===== config.mk =====
export PLATFORM = sky130hd
export DESIGN_NAME = regfile_write_arbiter
export DESIGN_NICKNAME = d
export VERILOG_FILES = /design/src/rtl/regfile_pkg.sv /design/src/rtl/rr_arbiter_2.sv /design/src/rtl/regfile_write_arbiter.sv
export SDC_FILE = /design/constraint.sdc
export NUM_CORES = 1
export LEC_CHECK = 0
export ABC_AREA = 1
export BUFFER_PORTS_ARGS = -buffer_cell sky130_fd_sc_hd__buf_2
export CAP_MARGIN = 15
export CORE_UTILIZATION = 48
export CTS_BUF_LIST = sky130_fd_sc_hd__clkbuf_8
export DETAILED_ROUTE_END_ITERATION = 8
export GPL_ROUTABILITY_DRIVEN = 0
export PLACE_DENSITY = 0.91
export RECOVER_POWER = 25
export SYNTH_ARGS = -nofsm -noshare
export SYNTH_HDL_FRONTEND = slang
export SYNTH_SLANG_ARGS = --single-unit

===== constraint.sdc =====
create_clock -name clock -period 4.7 [get_ports clock]
set_clock_uncertainty 0.1 [all_clocks]
set_input_delay 0.705 -clock clock [delete_from_list [all_inputs] [get_ports clock]]
set_output_delay 0.705 -clock clock [all_outputs]
set_load 0.01 [all_outputs]

===== src/rtl/regfile_pkg.sv =====
// Shared constants for the register-file write arbiter.
// Grant codes: bit 0 = requester A, bit 1 = requester B.
package regfile_pkg;

    localparam int REG_ADDR_W     = 4;
    localparam int NUM_REGS       = 16;
    localparam int DATA_W_DEFAULT = 32;

    localparam logic [1:0] GNT_NONE = 2'b00;
    localparam logic [1:0] GNT_A    = 2'b01;
    localparam logic [1:0] GNT_B    = 2'b10;

    typedef enum logic {
        LAST_A = 1'b0,
        LAST_B = 1'b1
    } last_e;

endpackage


===== src/rtl/rr_arbiter_2.sv =====
// Two-way round-robin arbiter with a hold input.
// Ports: i_clock, i_reset (async high), i_hold, i_req[1:0] (0=A,1=B) -> o_gnt[1:0].
module rr_arbiter_2
    import regfile_pkg::*;
(
    input  logic       i_clock,
    input  logic       i_reset,
    input  logic       i_hold,
    input  logic [1:0] i_req,
    output logic [1:0] o_gnt
);

    last_e      r_last;
    logic [1:0] w_gnt;

    // Tie goes to whoever did not win last; reset leaves B as last winner
    // so A takes the first tie.
    always_comb begin
        w_gnt = GNT_NONE;
        if (!i_hold) begin
            unique case (i_req)
                2'b01:   w_gnt = GNT_A;
                2'b10:   w_gnt = GNT_B;
                2'b11:   w_gnt = (r_last == LAST_B) ? GNT_A : GNT_B;
                default: w_gnt = GNT_NONE;
            endcase
        end
    end

    always_ff @(posedge i_clock or posedge i_reset) begin
        if (i_reset) begin
            r_last <= LAST_B;
        end else if (w_gnt == GNT_A) begin
            r_last <= LAST_A;
        end else if (w_gnt == GNT_B) begin
            r_last <= LAST_B;
        end
    end

    assign o_gnt = w_gnt;

endmodule


===== src/rtl/regfile_write_arbiter.sv =====
// Shares the register-file write port between ALU writeback (A) and load
// return (B); registered write stage plus read-after-write hazard flags.
// Ports: clock, reset (async high), hold; a_/b_ valid/addr/data/ready;
//        rd_addr1/2 in; wr_data/wr_sel/wr_en (registered); hazard1/2 (comb).
module regfile_write_arbiter
    import regfile_pkg::*;
#(
    parameter int W = DATA_W_DEFAULT
) (
    input  logic                  clock,
    input  logic                  reset,
    input  logic                  hold,
    input  logic                  a_valid,
    input  logic [REG_ADDR_W-1:0] a_addr,
    input  logic [W-1:0]          a_data,
    output logic                  a_ready,
    input  logic                  b_valid,
    input  logic [REG_ADDR_W-1:0] b_addr,
    input  logic [W-1:0]          b_data,
    output logic                  b_ready,
    input  logic [REG_ADDR_W-1:0] rd_addr1,
    input  logic [REG_ADDR_W-1:0] rd_addr2,
    output logic [W-1:0]          wr_data,
    output logic [REG_ADDR_W-1:0] wr_sel,
    output logic                  wr_en,
    output logic                  hazard1,
    output logic                  hazard2
);

    logic [1:0]            w_gnt;
    logic [W-1:0]          w_data;
    logic [REG_ADDR_W-1:0] w_addr;

    logic [W-1:0]          r_wr_data;
    logic [REG_ADDR_W-1:0] r_wr_sel;
    logic                  r_wr_en;

    rr_arbiter_2 u_arb (
        .i_clock (clock),
        .i_reset (reset),
        .i_hold  (hold),
        .i_req   ({b_valid, a_valid}),
        .o_gnt   (w_gnt)
    );

    always_comb begin
        w_data = a_data;
        w_addr = a_addr;
        if (w_gnt == GNT_B) begin
            w_data = b_data;
            w_addr = b_addr;
        end
    end

    // Data/select hold their last value when idle; only wr_en drops.
    always_ff @(posedge clock or posedge reset) begin
        if (reset) begin
            r_wr_en   <= 1'b0;
            r_wr_sel  <= '0;
            r_wr_data <= '0;
        end else begin
            r_wr_en <= (w_gnt != GNT_NONE);
            if (w_gnt != GNT_NONE) begin
                r_wr_sel  <= w_addr;
                r_wr_data <= w_data;
            end
        end
    end

    assign a_ready = w_gnt[0];
    assign b_ready = w_gnt[1];

    assign wr_data = r_wr_data;
    assign wr_sel  = r_wr_sel;
    assign wr_en   = r_wr_en;

    // Same-cycle read of wr_sel sees the old value; consumer stalls or
    // forwards wr_data.
    assign hazard1 = r_wr_en && (r_wr_sel == rd_addr1);
    assign hazard2 = r_wr_en && (r_wr_sel == rd_addr2);

endmodule

==> results.cfg, run 1 <==
[detailed_routing]
first_pass_iters = 4
post_drt_wl_per_cell_um = 12.23
wl_met2_um = 2636
drc = 0
ant_nets = 0
highest_layer = met4
vias = 2086
wl_met1_um = 2081
wl_um = 5089
viasPerCell = 5.014
first_iter_violations = 69
met3_length_um = 336

[layout]
layout-drive-gt1-share_pct = 43.72
final_common_cell = buf_2
layout_common_cells = 125 x buf_2, 59 x a21oi_1, 42 x nand2_1
syn2layout_area_growth_pct = 31.67
fin_nets = 453
seqCellArea_um2 = 952.2
n_fill_cell = 331
multiInputGateArea_um2 = 870.8
antenna_cells = 0

[yosys]
synth.ff_latch_count = 38
syn_inst = 246
syn_nets = 334
ys_warn_count = 0
synth_area_um2 = 2062
ys_types = 20
synth.avg_cell_area_um2 = 8.382
synth-seq-area-share_pct = 46.18

[clocking]
insertion_delay_ps = 280
ctsHoldBuffers = 0
cts_resized = 0
cts_tree = yes
ctsRootBufferMaster = clkbuf_8
htreeDepth = 2
clock_path_buffers = 2
cts_buffers = 5
clk_pin_slew_ps = 70
numClockSinks = 38
post-cts-setup-buffer-count = 0

[die]
core-area_um2 = 4058
rows = 23
die-height_um = 67.54
pin_count = 126
initial_utilization_pct = 50.82
fp.dieW_um = 67.54
die_area_um2 = 4562

[timing]
final.setup.tns_ps = 0
setup_slack_ps = 2262
whs_ps = 408.4
hold_viol = 0
slew_headroom_pct = -37.05
fmax_ghz = 0.4101
rsz0062_at_grt = no
finalCritPeriodShare_pct = 51.88
tightest_slew_ps = 2056
drv_slew = 39
setup_violations = 0
min_period_ps = 2438

[placement]
dp_hpwl_um = 3696
io_buffers = 125
dp_slack_ps = 2104

[power]
comb_power_share_pct = 32.3
powerDensity_nw_per_um2 = 383.3
p_leak_nw = 1.488
seq_power_share_pct = 42.4
p_sw_w = 0.0003419
internal-power_w = 0.0006987
switching_share_pct = 32.85
clkPwrFrac_pct = 25.3
ir_drop_v = 0.0002480
power.total_w = 0.001041

[critical_path]
r2r_cells = 6
timing.critical_path.slowest_stage_cell = clkbuf_1
timing.rr.end = wr_sel[0]$_DFFE_PP0P_
cp-end-kind = async pin
arrival_ps = 2320
r2r_start = u_arb.r_last$_DFFE_PP1P_
crit_family = buffers and inverters
crit_fanout = 38
worstPathRequired_ps = 4580
crit_chain = buf_2, inv_1, clkbuf_1
crit_type = input pin to async pin
path_buf_inv = 3
reg2reg_slack_ps = 2520
crit_start = reset
critical-path-max-stage-delay_ps = 1460
critPathLaunchType = input pin

[global_route]
grt_pass1_vias = 1882
grt_pass1_wl_um = 7983
antenna_found_initial = 0
gr-total-overflow = 0
grt_start_max_net_pins = 39
grt.total_usage_pct = 23.33

[min_path]
holdPathStages = 2
min_from = wr_data[29]$_DFFE_PP0P_
min_to = wr_data[29]$_DFFE_PP0P_
holdCritPathClass = flop to flop

[outcome]
status = finished, violations left
violations = max-capacitance violations, max-slew violations

[run]
max_cap_violations = 1
==> worst reg2reg max path: stages (launching register included) <==
cell and delay [ps]:
dfstp_2 550, nand2_1 60, nand3_1 110, ha_1 640, buf_4 390, a21oi_1 80
a22oi_1 170
==> power by group through the flow <==
stage | clock network (W) | registers, W | logic [W]
after floorplan | 0 | 0.000480 | 0.000176
after global placement | 0 | 0.000445 | 0.000328
after detailed placement | 0 | 0.000447 | 0.000341
after CTS | 0.000270 | 0.000441 | 0.000340
after global routing | 0.000283 | 0.000451 | 0.000381
final | 0.000263 | 0.000441 | 0.000337
==> cell type report <==
class | count | share of cell area [%]
Inverter | 19 | 3.180
Clock buffer | 5 | 2.535
Timing Repair Buffer | 127 | 23.46
Tap cell | 50 | 2.304
Sequential cell | 38 | 35.07
Clock inverter | 3 | 1.382
Multi-Input combinational cell | 174 | 32.07
==> state kept, by name, summed over array words and instances, names as in the netlist <==
| name | count |
|---|---|
| u_arb.r_last | 1 |
| wr_data | 32 |
| wr_en | 1 |
| wr_sel | 4 |
==> cell usage after synthesis (all sizes together) <==
cell type | count | area [um2]
a21oi | 71 | 400.4
a22oi | 4 | 30.03
buf | 15 | 155.2
dfrtp | 37 | 925.9
dfstp | 1 | 26.28
ha | 3 | 37.54
inv | 19 | 86.34
nand2 | 52 | 220.2
nand3 | 4 | 20.02
nor2 | 36 | 135.1
o211ai | 1 | 7.510
o21ai | 1 | 5.000
or2 | 2 | 12.51
==> layer usage <==
layer  track usage [%]  vias to the layer above
li1                  -                     1037
met1             26.13                      965
met2             43.81                       79
met3             5.912                        5
met4             4.787                        0
met5                 0                        -
==> kinds of logic (layout without fill, tap and decap cells) <==
logic type      Yosys count  count (layout)  share of synthesized area [%]
fa+ha+maj                 3               3                          1.821
buf+inv                  34             154                          11.71
simple gates             94              94                          18.81
compound gates           77              77                          21.48
flops                    38              38                          46.18
==> how the worst max path moves through the flow <==
stage	slack [ps]	depth (start not counted)	endpoint
3_5_place_dp	2100	9	wr_sel[0]$_DFFE_PP0P_
5_1_grt	1850	3	wr_data[24]$_DFFE_PP0P_
6_report	2260	3	wr_data[3]$_DFFE_PP0P_
2_1_floorplan	2650	9	wr_data[0]$_DFFE_PP0P_
4_1_cts	2400	9	wr_sel[0]$_DFFE_PP0P_
3_3_place_gp	2190	9	wr_sel[0]$_DFFE_PP0P_
==> per-stage QoR <==
stage | instance area, um2 | instances | util [%]
after global placement | 2613 | 408 | 64.38
after floorplan | 2062 | 246 | -
after CTS | 2719 | 416 | 67.01
final | 2715 | 416 | 66.91
after global routing | 2715 | 416 | 66.91
after detailed placement | 2613 | 408 | 64.38
Note: power is estimated with default switching activity, not from simulation.
==> run 2: changes to the inputs <==
--- a/config.mk
+++ b/config.mk
@@ -8,11 +8,11 @@
 export ABC_AREA = 1
 export BUFFER_PORTS_ARGS = -buffer_cell sky130_fd_sc_hd__buf_2
 export CAP_MARGIN = 15
-export CORE_UTILIZATION = 48
+export CORE_UTILIZATION = 40
 export CTS_BUF_LIST = sky130_fd_sc_hd__clkbuf_8
 export DETAILED_ROUTE_END_ITERATION = 8
 export GPL_ROUTABILITY_DRIVEN = 0
-export PLACE_DENSITY = 0.91
+export PLACE_DENSITY = 0.81
 export RECOVER_POWER = 25
 export SYNTH_ARGS = -nofsm -noshare
 export SYNTH_HDL_FRONTEND = slang
==> constraint.sdc (replaced) <==
create_clock -name clock -period 2.1 [get_ports clock]
set_clock_uncertainty 0.1 [all_clocks]
set_input_delay 0.315 -clock clock [delete_from_list [all_inputs] [get_ports clock]]
set_output_delay 0.315 -clock clock [all_outputs]
set_load 0.01 [all_outputs]
==> run 2 against run 1 <==
  * The flow now finishes without violations
  * Sequential cell count unchanged
  * Clock power up 78%
  * Count of clock-buffer cells in the layout unchanged
  * Wire length grew 4.1%
  * Highest routed layer unchanged
  * Sequential power increased by 120%
  * Global-route usage shrank 3.4 points
  * Die area up 19%
  * Sequential share of layout area shrank 0.42 points
  * Setup slack worse by 2100 ps
  * Register-to-register slack got worse by 2300 ps
  * Design area grew 1.2%
  * Final cell count rose by 4.3%
==> results.cfg, run 2 (synthesis results as in run 1) <==
[layout]
largest_reg_flops = 32
seqCellArea_um2 = 952.2
layout-drive-gt1-share_pct = 44.69
fin_nets = 455
final_util_pct = 56.67
syn2layout_area_growth_pct = 33.25
layout_common_cells = 125 x buf_2, 59 x a21oi_1, 42 x nand2_1
multiInputGateArea_um2 = 880.8
n_fill_cell = 467
final_common_cell = buf_2
antenna_cells = 0

[critical_path]
timing.critical_path.slowest_stage_cell = dfstp_2
arrival_ps = 1950
crit_fanout = 24
crit_type = flop to flop
worstPathRequired_ps = 2150
crit_chain = o21ai_0, nor2_1, inv_1, ha_1, buf_4, a21oi_1, a22oi_1
cp-end-kind = flop
crit_family = flip-flops
critPathLaunchType = flop
critical-path-max-stage-delay_ps = 540
path_buf_inv = 2

[die]
die-height_um = 73.80
core-area_um2 = 4848
rows = 25
pin_count = 126
die_area_um2 = 5446
fp.dieW_um = 73.80
initial_utilization_pct = 42.53

[detailed_routing]
vias = 2068
wl_um = 5296
viasPerCell = 4.765
first_pass_iters = 4
first_iter_violations = 154
post_drt_wl_per_cell_um = 12.20
ant_nets = 0
drc = 0

[outcome]
status = finished, final reports clean

[clocking]
cts_resized = 0
ctsRootBufferMaster = clkbuf_8
htreeDepth = 2
clock_path_buffers = 2
cts_buffers = 5
insertion_delay_ps = 270
cts_tree = yes
clk_pin_slew_ps = 80
numClockSinks = 38
ctsHoldBuffers = 0
post-cts-setup-buffer-count = 0

[run]
max_cap_violations = 0

[power]
powerDensity_nw_per_um2 = 807.4
p_leak_nw = 1.489
ir_drop_v = 0.0003902

[global_route]
grt_pass1_wl_um = 8383
grt_start_max_net_pins = 39
grt.total_usage_pct = 19.94
gr-total-overflow = 0
antenna_found_initial = 0
grt_pass1_vias = 2006

[timing]
min_period_ps = 1902
tightest_slew_ps = 968.6
rsz0062_at_grt = no
slew_headroom_pct = 35.43
final.setup.tns_ps = 0
fmax_ghz = 0.5258
hold_viol = 0
drv_slew = 0
finalCritPeriodShare_pct = 90.57
setup_violations = 0

[min_path]
holdCritPathClass = input pin to flop

[placement]
io_buffers = 125
dp_hpwl_um = 3849
-- run 2: cell types whose count changed in the layout (fill, tap and decap cells not counted), sizes merged --
cell	delta
buf	+2
clkinv	+2
inv	-2
bufinv	-1
-- run 2: path summary, 6_finish.rpt --
path	slack [ps]	to	startpoint	cells after the start
worst max register to register	200	wr_sel[0]$_DFFE_PP0P_	u_arb.r_last$_DFFE_PP1P_	7
min in group asynchronous	220	wr_data[9]$_DFFE_PP0P_	reset	3
max in group asynchronous	1070	wr_data[27]$_DFFE_PP0P_	reset	3
worst min register to register	410	wr_data[11]$_DFFE_PP0P_	wr_data[11]$_DFFE_PP0P_	2
worst max-delay path	200	wr_sel[0]$_DFFE_PP0P_	u_arb.r_last$_DFFE_PP1P_	7
worst min-delay path	170	wr_data[14]$_DFFE_PP0P_	a_data[14]	3
-- run 2: stage by stage --
step           hold WS, ps  instances  setup slack (ps)  total power (W)  cell area, um2
2_1_floorplan        351.7        246             253.5         0.001470            2062
3_3_place_gp         354.6        427             219.5         0.001743            2661
3_5_place_dp         371.3        427             115.4         0.001771            2661
4_1_cts              60.03        434             126.5         0.002246            2740
5_1_grt              162.9        434             22.24         0.002385            2748
6_report             167.4        434             198.0         0.002218            2748
-- run 2: per-layer routing --
layer,up-vias,global-route usage (%),wire (um)
met5,-,0,0
met4,0,3.846,17
met3,2,5.761,330
met2,69,35.88,2732
met1,956,23.57,2215
li1,1041,-,-
-- run 2: report_power, final --
part           total (W)  switching, W  internal [W]
clock network   0.000469      0.000246      0.000223
registers       0.000986     0.0000887      0.000897
logic           0.000763      0.000434      0.000329
total            0.00222      0.000769       0.00145
-- run 2: worst reg2reg max path, delay by kind of cell, from the launching register on --
| family | cells | cell delay [ps] |
|---|---|---|
| flops | 1 | 540 |
| buf+inv | 2 | 350 |
| compound gates | 3 | 330 |
| fa+ha+maj | 1 | 270 |
| simple gates | 1 | 180 |
-- run 2: cell type report --
class                           instances  share of cell area, %
Clock inverter                          2                 0.3643
Sequential cell                        38                  34.65
Inverter                               19                  3.142
Multi-Input combinational cell        174                  32.06
Clock buffer                            5                  2.505
Tap cell                               67                  3.051
Timing Repair Buffer                  129                  24.23
